[src/rtl/mips_pkg.sv]
// Shared types and encodings for the multicycle MIPS controller: FSM states,
// opcode/funct fields, ALU operation codes and the internal ALU-op selector.
package mips_pkg;

    typedef enum logic [3:0] {
        S_FETCH    = 4'd0,
        S_DECODE   = 4'd1,
        S_MEMADR   = 4'd2,
        S_MEMRD    = 4'd3,
        S_MEMWB    = 4'd4,
        S_MEMWR    = 4'd5,
        S_RTEXEC   = 4'd6,
        S_ALUWB    = 4'd7,
        S_BRANCH   = 4'd8,
        S_ADDIEXEC = 4'd9,
        S_ADDIWB   = 4'd10,
        S_JUMP     = 4'd11,
        S_TRAP     = 4'd12
    } mc_state_t;

    // 2'b11 is unused and decodes as an invalid operation
    typedef enum logic [1:0] {
        ALUOP_ADD   = 2'b00,
        ALUOP_SUB   = 2'b01,
        ALUOP_FUNCT = 2'b10
    } aluop_t;

    localparam logic [5:0] OP_RTYPE = 6'b000000;
    localparam logic [5:0] OP_LW    = 6'b100011;
    localparam logic [5:0] OP_SW    = 6'b101011;
    localparam logic [5:0] OP_BEQ   = 6'b000100;
    localparam logic [5:0] OP_BNE   = 6'b000101;
    localparam logic [5:0] OP_ADDI  = 6'b001000;
    localparam logic [5:0] OP_J     = 6'b000010;

    localparam logic [5:0] FN_SLL  = 6'b000000;
    localparam logic [5:0] FN_SRL  = 6'b000010;
    localparam logic [5:0] FN_SRA  = 6'b000011;
    localparam logic [5:0] FN_SLLV = 6'b000100;
    localparam logic [5:0] FN_SRLV = 6'b000110;
    localparam logic [5:0] FN_SRAV = 6'b000111;
    localparam logic [5:0] FN_ADD  = 6'b100000;
    localparam logic [5:0] FN_SUB  = 6'b100010;
    localparam logic [5:0] FN_AND  = 6'b100100;
    localparam logic [5:0] FN_OR   = 6'b100101;
    localparam logic [5:0] FN_XOR  = 6'b100110;
    localparam logic [5:0] FN_NOR  = 6'b100111;
    localparam logic [5:0] FN_SLT  = 6'b101010;

    localparam logic [3:0] ALU_AND  = 4'b0000;
    localparam logic [3:0] ALU_OR   = 4'b0001;
    localparam logic [3:0] ALU_ADD  = 4'b0010;
    localparam logic [3:0] ALU_XOR  = 4'b0011;
    localparam logic [3:0] ALU_NOR  = 4'b0100;
    localparam logic [3:0] ALU_SUB  = 4'b0110;
    localparam logic [3:0] ALU_SLT  = 4'b0111;
    localparam logic [3:0] ALU_SLL  = 4'b1000;
    localparam logic [3:0] ALU_SRL  = 4'b1001;
    localparam logic [3:0] ALU_SRA  = 4'b1010;
    localparam logic [3:0] ALU_SLLV = 4'b1011;
    localparam logic [3:0] ALU_SRLV = 4'b1100;
    localparam logic [3:0] ALU_SRAV = 4'b1101;

    // Terminal states of an instruction (raise instr_done and return to FETCH)
    function automatic logic is_done_state(input mc_state_t st);
        logic done;
        case (st)
            S_MEMWB, S_MEMWR, S_ALUWB, S_BRANCH, S_ADDIWB, S_JUMP: done = 1'b1;
            default:                                              done = 1'b0;
        endcase
        return done;
    endfunction

endpackage

[src/rtl/mips_alu_decoder.sv]
// Combinational ALU-control decode: (aluop, funct) -> alucontrl, with a flag
// telling the FSM whether an R-type funct field is one we implement.
module mips_alu_decoder
    import mips_pkg::*;
#(
    parameter int ALU_CTRL_WIDTH = 4
) (
    input  aluop_t                    aluop,
    input  logic [5:0]                funct,
    output logic [ALU_CTRL_WIDTH-1:0] alucontrl,
    output logic                      funct_valid
);

    logic [3:0] code_s;

    // Map the ALU-op selector and funct field to a 4-bit operation code
    always_comb begin
        code_s      = ALU_ADD;
        funct_valid = 1'b1;
        case (aluop)
            ALUOP_ADD: code_s = ALU_ADD;
            ALUOP_SUB: code_s = ALU_SUB;
            ALUOP_FUNCT: begin
                case (funct)
                    FN_SLL:  code_s = ALU_SLL;
                    FN_SRL:  code_s = ALU_SRL;
                    FN_SRA:  code_s = ALU_SRA;
                    FN_SLLV: code_s = ALU_SLLV;
                    FN_SRLV: code_s = ALU_SRLV;
                    FN_SRAV: code_s = ALU_SRAV;
                    FN_ADD:  code_s = ALU_ADD;
                    FN_SUB:  code_s = ALU_SUB;
                    FN_AND:  code_s = ALU_AND;
                    FN_OR:   code_s = ALU_OR;
                    FN_XOR:  code_s = ALU_XOR;
                    FN_NOR:  code_s = ALU_NOR;
                    FN_SLT:  code_s = ALU_SLT;
                    default: begin
                        code_s      = ALU_ADD;
                        funct_valid = 1'b0;
                    end
                endcase
            end
            default: begin
                code_s      = ALU_ADD;
                funct_valid = 1'b0;
            end
        endcase
    end

    assign alucontrl = ALU_CTRL_WIDTH'(code_s);

endmodule

[src/rtl/mips_mc_controller.sv]
// Multicycle MIPS control unit: Moore FSM driving the shared datapath.
// Define MIPS_MC_BNE_EN to accept BNE (opcode 000101); otherwise it traps.
module mips_mc_controller
    import mips_pkg::*;
#(
    parameter int INSTR_WIDTH    = 32,
    parameter int ALU_CTRL_WIDTH = 4
) (
    input  logic                      clk,
    input  logic                      rst_n,
    input  logic [INSTR_WIDTH-1:0]    instr,
    input  logic                      zero,
    output logic                      iord,
    output logic                      memwrite,
    output logic                      irwrite,
    output logic                      regdst,
    output logic                      memtoreg,
    output logic                      regwrite,
    output logic                      alusrca,
    output logic [1:0]                alusrcb,
    output logic [1:0]                pcsrc,
    output logic                      pcen,
    output logic [ALU_CTRL_WIDTH-1:0] alucontrl,
    output logic                      instr_done,
    output logic                      illegal_op
);

    mc_state_t                 state_q;
    mc_state_t                 state_d;
    logic [5:0]                opcode_s;
    logic [5:0]                funct_s;
    logic                      instr_unused_s;
    aluop_t                    aluop_s;
    logic [ALU_CTRL_WIDTH-1:0] alu_code_s;
    logic                      funct_valid_s;

    logic       iord_s;
    logic       memwrite_s;
    logic       irwrite_s;
    logic       regdst_s;
    logic       memtoreg_s;
    logic       regwrite_s;
    logic       alusrca_s;
    logic [1:0] alusrcb_s;
    logic [1:0] pcsrc_s;
    logic       pcwrite_s;
    logic       branch_s;
    logic       branch_taken_s;
    logic       pcen_s;
    logic       done_s;
    logic       illegal_s;

    assign opcode_s       = instr[INSTR_WIDTH-1 -: 6];
    assign funct_s        = instr[5:0];
    assign instr_unused_s = ^instr[INSTR_WIDTH-7:6];

    mips_alu_decoder #(
        .ALU_CTRL_WIDTH (ALU_CTRL_WIDTH)
    ) u_alu_decoder (
        .aluop       (aluop_s),
        .funct       (funct_s),
        .alucontrl   (alu_code_s),
        .funct_valid (funct_valid_s)
    );

    // State register with synchronous active-low reset
    always_ff @(posedge clk) begin
        if (!rst_n) begin
            state_q <= S_FETCH;
        end else begin
            state_q <= state_d;
        end
    end

    // Next-state selection and per-state raw control values
    always_comb begin
        state_d        = state_q;
        iord_s         = 1'b0;
        memwrite_s     = 1'b0;
        irwrite_s      = 1'b0;
        regdst_s       = 1'b0;
        memtoreg_s     = 1'b0;
        regwrite_s     = 1'b0;
        alusrca_s      = 1'b0;
        alusrcb_s      = 2'b00;
        pcsrc_s        = 2'b00;
        pcwrite_s      = 1'b0;
        branch_s       = 1'b0;
        branch_taken_s = 1'b0;
        aluop_s        = ALUOP_ADD;
        illegal_s      = 1'b0;
        case (state_q)
            S_FETCH: begin
                irwrite_s = 1'b1;
                alusrcb_s = 2'b01;
                pcsrc_s   = 2'b00;
                pcwrite_s = 1'b1;
                state_d   = S_DECODE;
            end
            S_DECODE: begin
                alusrcb_s = 2'b11;
                case (opcode_s)
                    OP_LW, OP_SW: state_d = S_MEMADR;
                    OP_RTYPE:     state_d = S_RTEXEC;
                    OP_BEQ:       state_d = S_BRANCH;
`ifdef MIPS_MC_BNE_EN
                    OP_BNE:       state_d = S_BRANCH;
`endif
                    OP_ADDI:      state_d = S_ADDIEXEC;
                    OP_J:         state_d = S_JUMP;
                    default:      state_d = S_TRAP;
                endcase
            end
            S_MEMADR: begin
                alusrca_s = 1'b1;
                alusrcb_s = 2'b10;
                case (opcode_s)
                    OP_LW:   state_d = S_MEMRD;
                    OP_SW:   state_d = S_MEMWR;
                    default: state_d = S_TRAP;
                endcase
            end
            S_MEMRD: begin
                iord_s  = 1'b1;
                state_d = S_MEMWB;
            end
            S_MEMWB: begin
                regwrite_s = 1'b1;
                memtoreg_s = 1'b1;
                state_d    = S_FETCH;
            end
            S_MEMWR: begin
                iord_s     = 1'b1;
                memwrite_s = 1'b1;
                state_d    = S_FETCH;
            end
            S_RTEXEC: begin
                alusrca_s = 1'b1;
                aluop_s   = ALUOP_FUNCT;
                if (funct_valid_s) begin
                    state_d = S_ALUWB;
                end else begin
                    state_d = S_TRAP;
                end
            end
            S_ALUWB: begin
                regdst_s   = 1'b1;
                regwrite_s = 1'b1;
                state_d    = S_FETCH;
            end
            S_BRANCH: begin
                alusrca_s = 1'b1;
                aluop_s   = ALUOP_SUB;
                pcsrc_s   = 2'b01;
                branch_s  = 1'b1;
`ifdef MIPS_MC_BNE_EN
                if (opcode_s == OP_BNE) begin
                    branch_taken_s = ~zero;
                end else begin
                    branch_taken_s = zero;
                end
`else
                branch_taken_s = zero;
`endif
                state_d = S_FETCH;
            end
            S_ADDIEXEC: begin
                alusrca_s = 1'b1;
                alusrcb_s = 2'b10;
                state_d   = S_ADDIWB;
            end
            S_ADDIWB: begin
                regwrite_s = 1'b1;
                state_d    = S_FETCH;
            end
            S_JUMP: begin
                pcsrc_s   = 2'b10;
                pcwrite_s = 1'b1;
                state_d   = S_FETCH;
            end
            S_TRAP: begin
                illegal_s = 1'b1;
                state_d   = S_TRAP;
            end
            default: begin
                illegal_s = 1'b1;
                state_d   = S_TRAP;
            end
        endcase
    end

    assign pcen_s = pcwrite_s | (branch_s & branch_taken_s);
    assign done_s = is_done_state(state_q);

    // Hold every control at zero while reset is asserted so nothing writes
    always_comb begin
        if (!rst_n) begin
            iord       = 1'b0;
            memwrite   = 1'b0;
            irwrite    = 1'b0;
            regdst     = 1'b0;
            memtoreg   = 1'b0;
            regwrite   = 1'b0;
            alusrca    = 1'b0;
            alusrcb    = 2'b00;
            pcsrc      = 2'b00;
            pcen       = 1'b0;
            alucontrl  = '0;
            instr_done = 1'b0;
            illegal_op = 1'b0;
        end else begin
            iord       = iord_s;
            memwrite   = memwrite_s;
            irwrite    = irwrite_s;
            regdst     = regdst_s;
            memtoreg   = memtoreg_s;
            regwrite   = regwrite_s;
            alusrca    = alusrca_s;
            alusrcb    = alusrcb_s;
            pcsrc      = pcsrc_s;
            pcen       = pcen_s;
            alucontrl  = alu_code_s;
            instr_done = done_s;
            illegal_op = illegal_s;
        end
    end

endmodule

[config.mk]
export PLATFORM = sky130hd
export DESIGN_NAME = mips_mc_controller
export DESIGN_NICKNAME = d
export VERILOG_FILES = /design/src/rtl/mips_pkg.sv /design/src/rtl/mips_alu_decoder.sv /design/src/rtl/mips_mc_controller.sv
export SDC_FILE = /design/constraint.sdc
export NUM_CORES = 1
export LEC_CHECK = 0
export CORE_ASPECT_RATIO = 0.8
export CORE_MARGIN = 1
export CORE_UTILIZATION = 35
export CTS_CLUSTER_DIAMETER = 120
export DETAILED_ROUTE_END_ITERATION = 7
export GPL_ROUTABILITY_DRIVEN = 0
export PLACE_DENSITY_LB_ADDON = 0.05
export SETUP_SLACK_MARGIN = 0.3
export SYNTH_ARGS = -nofsm -noshare
export SYNTH_HDL_FRONTEND = slang
export SYNTH_SLANG_ARGS = --single-unit
export TNS_END_PERCENT = 1
[constraint.sdc]
create_clock -name clk -period 2.25 [get_ports clk]
set_input_delay 0.45 -clock clk [delete_from_list [all_inputs] [get_ports clk]]
set_output_delay 0.45 -clock clk [all_outputs]
set_load 0.01 [all_outputs]
== Word-level counts from Yosys, hierarchy flattened ==
Cells that the tools add are included.
Word-level totals
  memory bits (read-only): 0
  word-level logic and storage cells: 83
  bits in writable memories: 0
  flip-flop bits (word level): 4
  output and inout bits: 18
  bits of input ports: 35
  latch bits: 0
  memories kept: 0
Cells by class
  mux-type cells: 36
  reductions and logical operators: 14
  shift operators: 0
  add/sub/neg operators: 0
  div/mod/pow operators: 0
  equality and inequality tests: 30
  multiply operators: 0
  magnitude comparators: 0
  bitwise gates (word level): 2
Operators with widths (count)
  $eq 6x6->1 const B: 9
  $pmux 4 s12: 1
  $pmux 4 s7: 1
  $eq 6x3->1 const B: 4
  $mux 1: 23
  $pmux 4 s5: 1
  $eq 6x2->1 const B: 3
  $eq 4x3->1 const B: 4
  $eq 4x4->1 const B: 4
  $pmux 4 s2: 2
  $reduce_or 13->1: 1
  $logic_not 6->1: 2
  $reduce_or 12->1: 1
  $reduce_or 2->1: 5
  $eq 4x2->1 const B: 2
  $mux 4: 2
  $pmux 2 s2: 2
  $eq 6x4->1 const B: 1
  $pmux 2 s3: 1
  $reduce_or 6->1: 1
  $eq 4x1->1 const B: 1
  $logic_not 4->1: 1
  $mux 2: 2
  $reduce_or 4->1: 1
  7 further kinds: 7

== Longest topological paths before layout ==
Gate-level depths: netlist (run 1).
  depth after elaboration: 7
  mapped depth: 9
  depth with buffers taken out: 8

== Hierarchy ==
Synthesis (run 1) repeated with hierarchy kept, for this count alone.
Unflattened totals
  cells, all modules: 124
  area, all modules: 828.3 um^2
By module, submodules not included
  mips_mc_controller: seq. area each 80.1 um^2, times used 1, cells an instance 88, area an instance 563.0 um^2
  mips_alu_decoder: seq. area each 0.0 um^2, times used 1, cells an instance 36, area an instance 265.3 um^2

== Worst setup path after synthesis (run 1) ==
No wires, ideal clock.
  kind: reg2out
  from: register state_q[2]
  to: output port alucontrl[3]
  slack: -120 ps
  buffers on the path: 1
  stages on the path, launching flop included: 9
  required time: 1800 ps
  arrival: 1920 ps
  cells stage by stage: dfxtp_1 > buf_2 > nor2b_1 > nand2_1 > inv_1 > ha_1 > nor2b_1 > nand3_1 > a2111oi_0
Between the ends
  word-level cells in the longest chain between the ends: 5
  elaborated cells between the ends (all ways): 7
  classes of those cells: eq/ne: 4; mux: 3
Ends and longest elaborated chain
  start, declared: RTL line mips_mc_controller.sv:28  | mc_state_t state_q;
  start signal, assigned: RTL line mips_mc_controller.sv:71  | state_q <= state_d;
  $eq 4x4->1 or $eq 4x3->1 (tied branches): RTL line mips_mc_controller.sv:92  | case (state_q)
  $pmux 2 s2 *: RTL line mips_mc_controller.sv:92
  $eq 2x2->1 or $eq 2x1->1 (tied branches): RTL line mips_alu_decoder.sv:20  | case (aluop)
  $pmux 4 s2 *: RTL line mips_alu_decoder.sv:20
  $mux 4 *: RTL line mips_mc_controller.sv:197  | if (!rst_n) begin
  end, declared: RTL line mips_mc_controller.sv:23  | output logic [ALU_CTRL_WIDTH-1:0] alucontrl,
Every way passes the cells marked *; elsewhere a longest branch is shown, timed or not.

== Worst setup path in the final report (run 1) ==
  from: register state_q[1]
  to: output port alucontrl[0]
The elaborated chain is that of the path after synthesis.

==> results of run 1 <==
==> critical path, cell delays in order, from the launching register on <==
cell and delay, ps:
dfxtp_1 350, nor2b_4 190, nand2_4 90, inv_4 70, ha_4 120, nor2b_4 160
nand3_4 110, a21oi_1 130, dlygate4sd2_1 270
==> path summary, 6_finish.rpt <==
path                            slack (ps)  depth (start not counted)                     to                  start
worst max-delay path                    40                          8           alucontrl[0]  state_q[1]$_SDFF_PN0_
worst min register to register         670                          2  state_q[0]$_SDFF_PN0_  state_q[3]$_SDFF_PN0_
worst max register to register         610                          9  state_q[3]$_SDFF_PN0_  state_q[1]$_SDFF_PN0_
worst min-delay path                   670                          2  state_q[0]$_SDFF_PN0_  state_q[3]$_SDFF_PN0_
==> routing by layer <==
layer,vias up,wire length (um),track usage (%)
met5,-,0,0
met4,0,39,3.68
met3,5,156,5.61
met2,39,1190,37.8
met1,491,1300,32.3
li1,534,-,-
==> per-stage QoR <==
stage	hold slack [ps]	std cells	TNS [ps]	worst slack (ps)	utilization [%]
final	666	195	0	40.7	73.6
after global routing	709	195	-119	-64.0	73.6
after CTS	682	195	0	29.1	70.8
after detailed placement	715	192	-3970	-436	69.1
after global placement	714	192	-3450	-395	69.1
after floorplan	622	116	0	301	-
==> cell usage in the layout (no fill, tap or decap), drive strengths merged, types with 2 or more instances in the layout <==
| cell | n |
|---|---|
| o31ai | 2 |
| buf | 30 |
| ha | 4 |
| inv | 8 |
| nand2 | 9 |
| clkdlybuf4s50 | 9 |
| dlygate4sd2 | 3 |
| and3 | 2 |
| dlymetal6s2s | 12 |
| a31oi | 2 |
| xnor2 | 3 |
| nor2b | 6 |
| nand2b | 6 |
| clkbuf | 6 |
| mux2i | 2 |
| nand3 | 8 |
| nor4 | 2 |
| nor3 | 7 |
| dfxtp | 4 |
| a21oi | 9 |
| o21ai | 4 |
| a2111oi | 2 |
| nor2 | 11 |
==> cells by family (layout without fill, tap and decap cells) <==
logic type,Yosys count,after routing,share of synthesized area [%]
xor gates and xnor gates,4,4,4.64
buffers and inverters,14,69,7.79
and+or+nand+nor,56,56,38.5
muxes,2,2,2.65
AOI/OAI and AO/OA,32,32,29.2
adders and majority gates,4,4,6.63
DFF,4,4,10.6
==> timing repair <==
| item | CTS | global route |
|---|---|---|
| gates resized for setup | 28 | 35 |
| endpoints found under the setup margin | 18 | 18 |
| pin swaps | 1 | 5 |
==> area by class of cell <==
class | count | area [um2]
Multi-Input combinational cell | 98 | 757
Fill cell | 165 | 518
Timing Repair Buffer | 58 | 515
Sequential cell | 4 | 86.3
Inverter | 8 | 32.5
Tap cell | 24 | 30.0
Clock buffer | 3 | 22.5
==> power by group through the flow <==
stage               sequential, W  combinational [W]   clock, W
floorplan                0.000128           0.000413          0
global placement         0.000133           0.000755          0
global route             0.000157           0.000868   0.000113
detailed placement       0.000134           0.000767          0
finish                   0.000153           0.000808   0.000106
CTS                      0.000144           0.000783  0.0000965
==> results.py, run 1 <==
metrics = {
    "sta": {
        "setup_viol": 0,
        "hold_violations": 0,
        "slew_viol_final": 0,
        "slew_headroom_pct": 74.9,
        "period_share_pct": 98.2,
        "min_period_ps": 2210,
        "rsz0062_at_grt": "true",
        "skew_ps": 8.82,
        "worst-slew-pin-transition_ps": 368,
        "max_freq_mhz": 453,
    },
    "die": {
        "die_w_um": 53.9,
        "die-area_mm2": 0.00235,
        "num_rows": 14,
        "core_area_mm2": 0.00196,
        "die_y_um": 43.5,
        "initial_core_util_pct": 38.5,
        "pin_count": 53,
    },
    "setup_path": {
        "cp.required_ps": 1800,
        "crit_arrival_ps": 1760,
        "cp_max_fo": 4,
        "worst_setup_path_start_kind": "flop",
        "critPathCaptureType": "primary output",
        "path_class": "flop to primary output",
    },
    "clock_tree": {
        "cts_tree": "built",
        "cts-root-buf": "clkbuf_4",
        "htree_levels": 1,
        "cts.path.max_buffers": 2,
        "clk_pin_slew_ps": 50,
        "cts_buffers": 3,
        "clkSinkCount": 4,
        "ctsHoldBuffers": 0,
        "clkLatencyLatePin_ps": 270,
        "post_cts_buffers": 0,
    },
    "synth": {
        "netlist_area_um2": 754,
        "ys_top_cells_by_area": "dfxtp_1, ha_1, a21oi_1",
        "avgSynthCellArea_um2": 6.50,
        "synth_ff_type": "dfxtp_1",
        "ys_ff_latch": 4,
        "synth_cell_types": 41,
        "synth_top_area_share_pct": 10.6,
        "ys_seq_area_share_pct": 10.6,
        "synth_edf_count": 0,
        "async_reset_ff_share_pct": 0,
        "synth.most_common_cell": "nor2_1",
        "yosys.area.top_type": "dfxtp_1",
        "postSynthCellCount": 116,
        "synthTopCellsByCount": "nor2_1, a21oi_1, nand2_1",
        "ys_warn_count": 0,
        "synthesis.nets": 155,
    },
    "finish": {
        "final_area_mm2": 0.00144,
        "area_delta_synth_final_pct": 91.4,
        "reg_top3": "state_q: 4 flops",
        "antenna_cells": 0,
        "regMostFlops": "state_q",
        "nets": 212,
        "drive_above_1_share_pct": 36.3,
        "largest_register_ffs": 4,
    },
    "power_and_ir_drop": {
        "vdd_drop_max_v": 0.000626,
        "swShare_pct": 45.4,
        "clkPwrFrac_pct": 9.9,
        "pwr-share-seq_pct": 14.4,
        "switching_power_w": 0.000484,
        "power_leakage_nw": 0.803,
        "power.density_mw_per_mm2": 739,
        "power_frac_comb_pct": 75.7,
        "p_int_w": 0.000583,
        "finalPower_w": 0.00107,
    },
    "global_route": {
        "track_usage_pct": 23.6,
        "grt_pass1_wl_mm": 4.03,
        "antenna_found_initial": 0,
        "grt_max_degree": 13,
        "grt.overflow.total": 0,
        "grt_pass1_vias": 940,
    },
    "min_path": {
        "hp-class": "flop to flop",
    },
    "outcome": {
        "status": "completed",
    },
    "place": {
        "dpl.hpwl_mm": 2.04,
        "placed_area_mm2": 0.00136,
        "io_buffers": 32,
    },
    "run": {
        "maxCapViolCount": 0,
    },
    "detailed_routing": {
        "firstDrtPassIters": 4,
        "wl_per_cell_um": 13.8,
        "viasPerCell": 5.48,
        "ant_nets": 0,
        "vias": 1069,
        "drc": 0,
        "totalWireLength_mm": 2.68,
        "drt_iter0_markers": 20,
    },
}
(Power assumes the default switching activity.)
==> run 2: changes to the inputs <==
Settings changed: CORE_ASPECT_RATIO 0.8 to not set, CORE_UTILIZATION 35 to 36, CTS_BUF_LIST set to sky130_fd_sc_hd__clkbuf_8.
==> results.py, run 2 (synthesized netlist as in run 1, its figures left out) <==
metrics = {
    "outcome": {
        "status": "completed",
    },
    "finish": {
        "drive_above_1_share_pct": 35.9,
        "antenna_cells": 0,
        "regMostFlops": "state_q",
        "layout_common_cells": "buf_4, clkdlybuf4s50_1, nor2_1, a21oi_1",
        "largest_register_ffs": 4,
        "area_delta_synth_final_pct": 99.0,
        "final_common_cell": "buf_4",
        "reg_top3": "state_q: 4 flops",
        "nets": 222,
    },
    "detailed_routing": {
        "totalWireLength_mm": 2.60,
        "viasPerCell": 5.29,
        "ant_nets": 0,
        "firstDrtPassIters": 4,
        "vias": 1100,
        "drc": 0,
        "wl_per_cell_um": 12.5,
        "drt_iter0_markers": 54,
    },
    "setup_path": {
        "cp_common_cell": "nor2b_4",
        "crit_family": "simple AND/OR/NAND/NOR gates",
        "cp_max_fo": 4,
        "crit_arrival_ps": 1700,
        "reg2regPathDepth": 9,
        "r2r_end": "state_q[0]$_SDFF_PN0_",
        "slowest_delay_ps": 350,
        "worst_r2r_startpoint": "state_q[2]$_SDFF_PN0_",
        "critical_path_depth": 9,
        "path_class": "flop to primary output",
        "critPathCaptureType": "primary output",
        "worst_setup_path_start_kind": "flop",
        "reg2reg_slack_ps": 570,
        "cp_slowest_cell": "dfxtp_2",
        "path_buf_inv": 3,
        "cp.required_ps": 1800,
        "path_cells": "nor2b_4 > nand2_4 > inv_4 > ha_4 > nor2b_4 > buf_4 > nand3_1 > a21oi_1 > buf_2",
    },
    "sta": {
        "period_share_pct": 95.5,
        "worst-slew-pin-transition_ps": 476,
        "slew_viol_final": 0,
        "max_freq_mhz": 465,
        "skew_ps": 0.261,
        "setup_viol": 0,
        "hold_slack_ps": 715,
        "min_period_ps": 2150,
        "slew_headroom_pct": 67.4,
        "rsz0062_at_grt": "true",
        "hold_violations": 0,
    },
    "die": {
        "die_w_um": 47.8,
        "num_rows": 16,
        "initial_core_util_pct": 38.5,
        "pin_count": 53,
        "die_y_um": 47.8,
        "die-area_mm2": 0.00228,
        "core_area_mm2": 0.00196,
    },
    "clock_tree": {
        "cts_buffers": 3,
        "ctsHoldBuffers": 0,
        "cts_tree": "built",
        "cts-root-buf": "clkbuf_8",
        "cts.path.max_buffers": 2,
        "clkSinkCount": 4,
        "htree_levels": 1,
        "clk_pin_slew_ps": 30,
        "clkLatencyLatePin_ps": 220,
    },
    "min_path": {
        "worstHoldPathCells": 2,
        "hp-class": "flop to flop",
        "hp-start": "state_q[3]$_SDFF_PN0_",
        "min_to": "state_q[0]$_SDFF_PN0_",
    },
    "global_route": {
        "grt.overflow.total": 0,
        "track_usage_pct": 23.2,
        "grt_pass1_wl_mm": 3.83,
        "grt_pass1_vias": 950,
        "grt_max_degree": 12,
        "antenna_found_initial": 0,
    },
    "power_and_ir_drop": {
        "vdd_drop_max_v": 0.000463,
        "finalPower_w": 0.00111,
        "power.density_mw_per_mm2": 737,
        "power_leakage_nw": 0.673,
    },
    "place": {
        "io_buffers": 32,
        "dpl.hpwl_mm": 2.02,
    },
    "run": {
        "maxCapViolCount": 0,
    },
}
-- run 2: changes by cell type in the layout (fill, tap and decap cells not counted), sizes merged --
| cell | previous run | this run |
|---|---|---|
| dlymetal6s2s | 12 | 1 |
| clkdlybuf4s15 | 1 | 2 |
| clkdlybuf4s50 | 9 | 18 |
| clkbuf | 6 | 4 |
| buf | 30 | 39 |
| dlygate4sd2 | 3 | 7 |
-- run 2: stage by stage --
| step | utilization [%] | std cells | instance area, um2 | setup TNS (ps) | setup slack, ps |
|---|---|---|---|---|---|
| after global routing | 76.5 | 208 | 1500 | 0 | 12.0 |
| after CTS | 75.6 | 208 | 1480 | 0 | 41.1 |
| final | 76.5 | 208 | 1500 | 0 | 102 |
| after detailed placement | 72.8 | 204 | 1430 | -3830 | -462 |
| after floorplan | - | 116 | 846 | 0 | 301 |
| after global placement | 72.8 | 204 | 1430 | -3530 | -469 |
-- run 2: cell type report --
cell class	instances	area (um2)
Tap cell	27	33.8
Multi-Input combinational cell	98	741
Clock buffer	3	41.3
Timing Repair Buffer	68	569
Sequential cell	4	83.8
Inverter	8	32.5
Fill cell	157	460
-- run 2: worst min-delay path: cells and delay by family (launching register included) --
family	cells	cell delay [ps]
AO/OA/AOI/OAI	1	110
buffers and inverters	1	190
flip-flops	1	360
-- run 2: how the worst max path moves through the flow --
stage                     startpoint           end  slack (ps)
2_1_floorplan  state_q[0]$_SDFF_PN0_  alucontrl[3]         300
3_3_place_gp                instr[5]  alucontrl[1]        -470
3_5_place_dp                instr[5]  alucontrl[0]        -460
4_1_cts        state_q[1]$_SDFF_PN0_  alucontrl[1]          40
5_1_grt        state_q[1]$_SDFF_PN0_          iord          10
6_report       state_q[2]$_SDFF_PN0_  alucontrl[2]         100
-- run 2: report_power, final --
part	leakage (nW)	internal [W]	switching, W	total [W]
Sequential	0.0339	0.000106	0.0000409	0.000147
Clock	0.0216	0.000114	0.0000375	0.000152
Combinational	0.617	0.000414	0.000394	0.000807
Total	0.673	0.000634	0.000472	0.00111
-- run 2: timing repair --
| item | 4_1_cts | 5_1_grt |
|---|---|---|
| gates cloned | 0 | 0 |
| resized for setup | 32 | 7 |
| pin swaps | 3 | 0 |
| endpoints found under the setup margin | 18 | 18 |
| buffers inserted | 1 | 0 |
-- run 2: metal layers --
| layer | part of all wire [%] | up-vias | track usage, % |
|---|---|---|---|
| met3 | 3.8 | 2 | 1.13 |
| met4 | 0.73 | 0 | 7.22 |
| li1 | - | 555 | - |
| met1 | 41 | 508 | 26.5 |
| met5 | 0 | - | 0 |
| met2 | 55 | 35 | 45.4 |
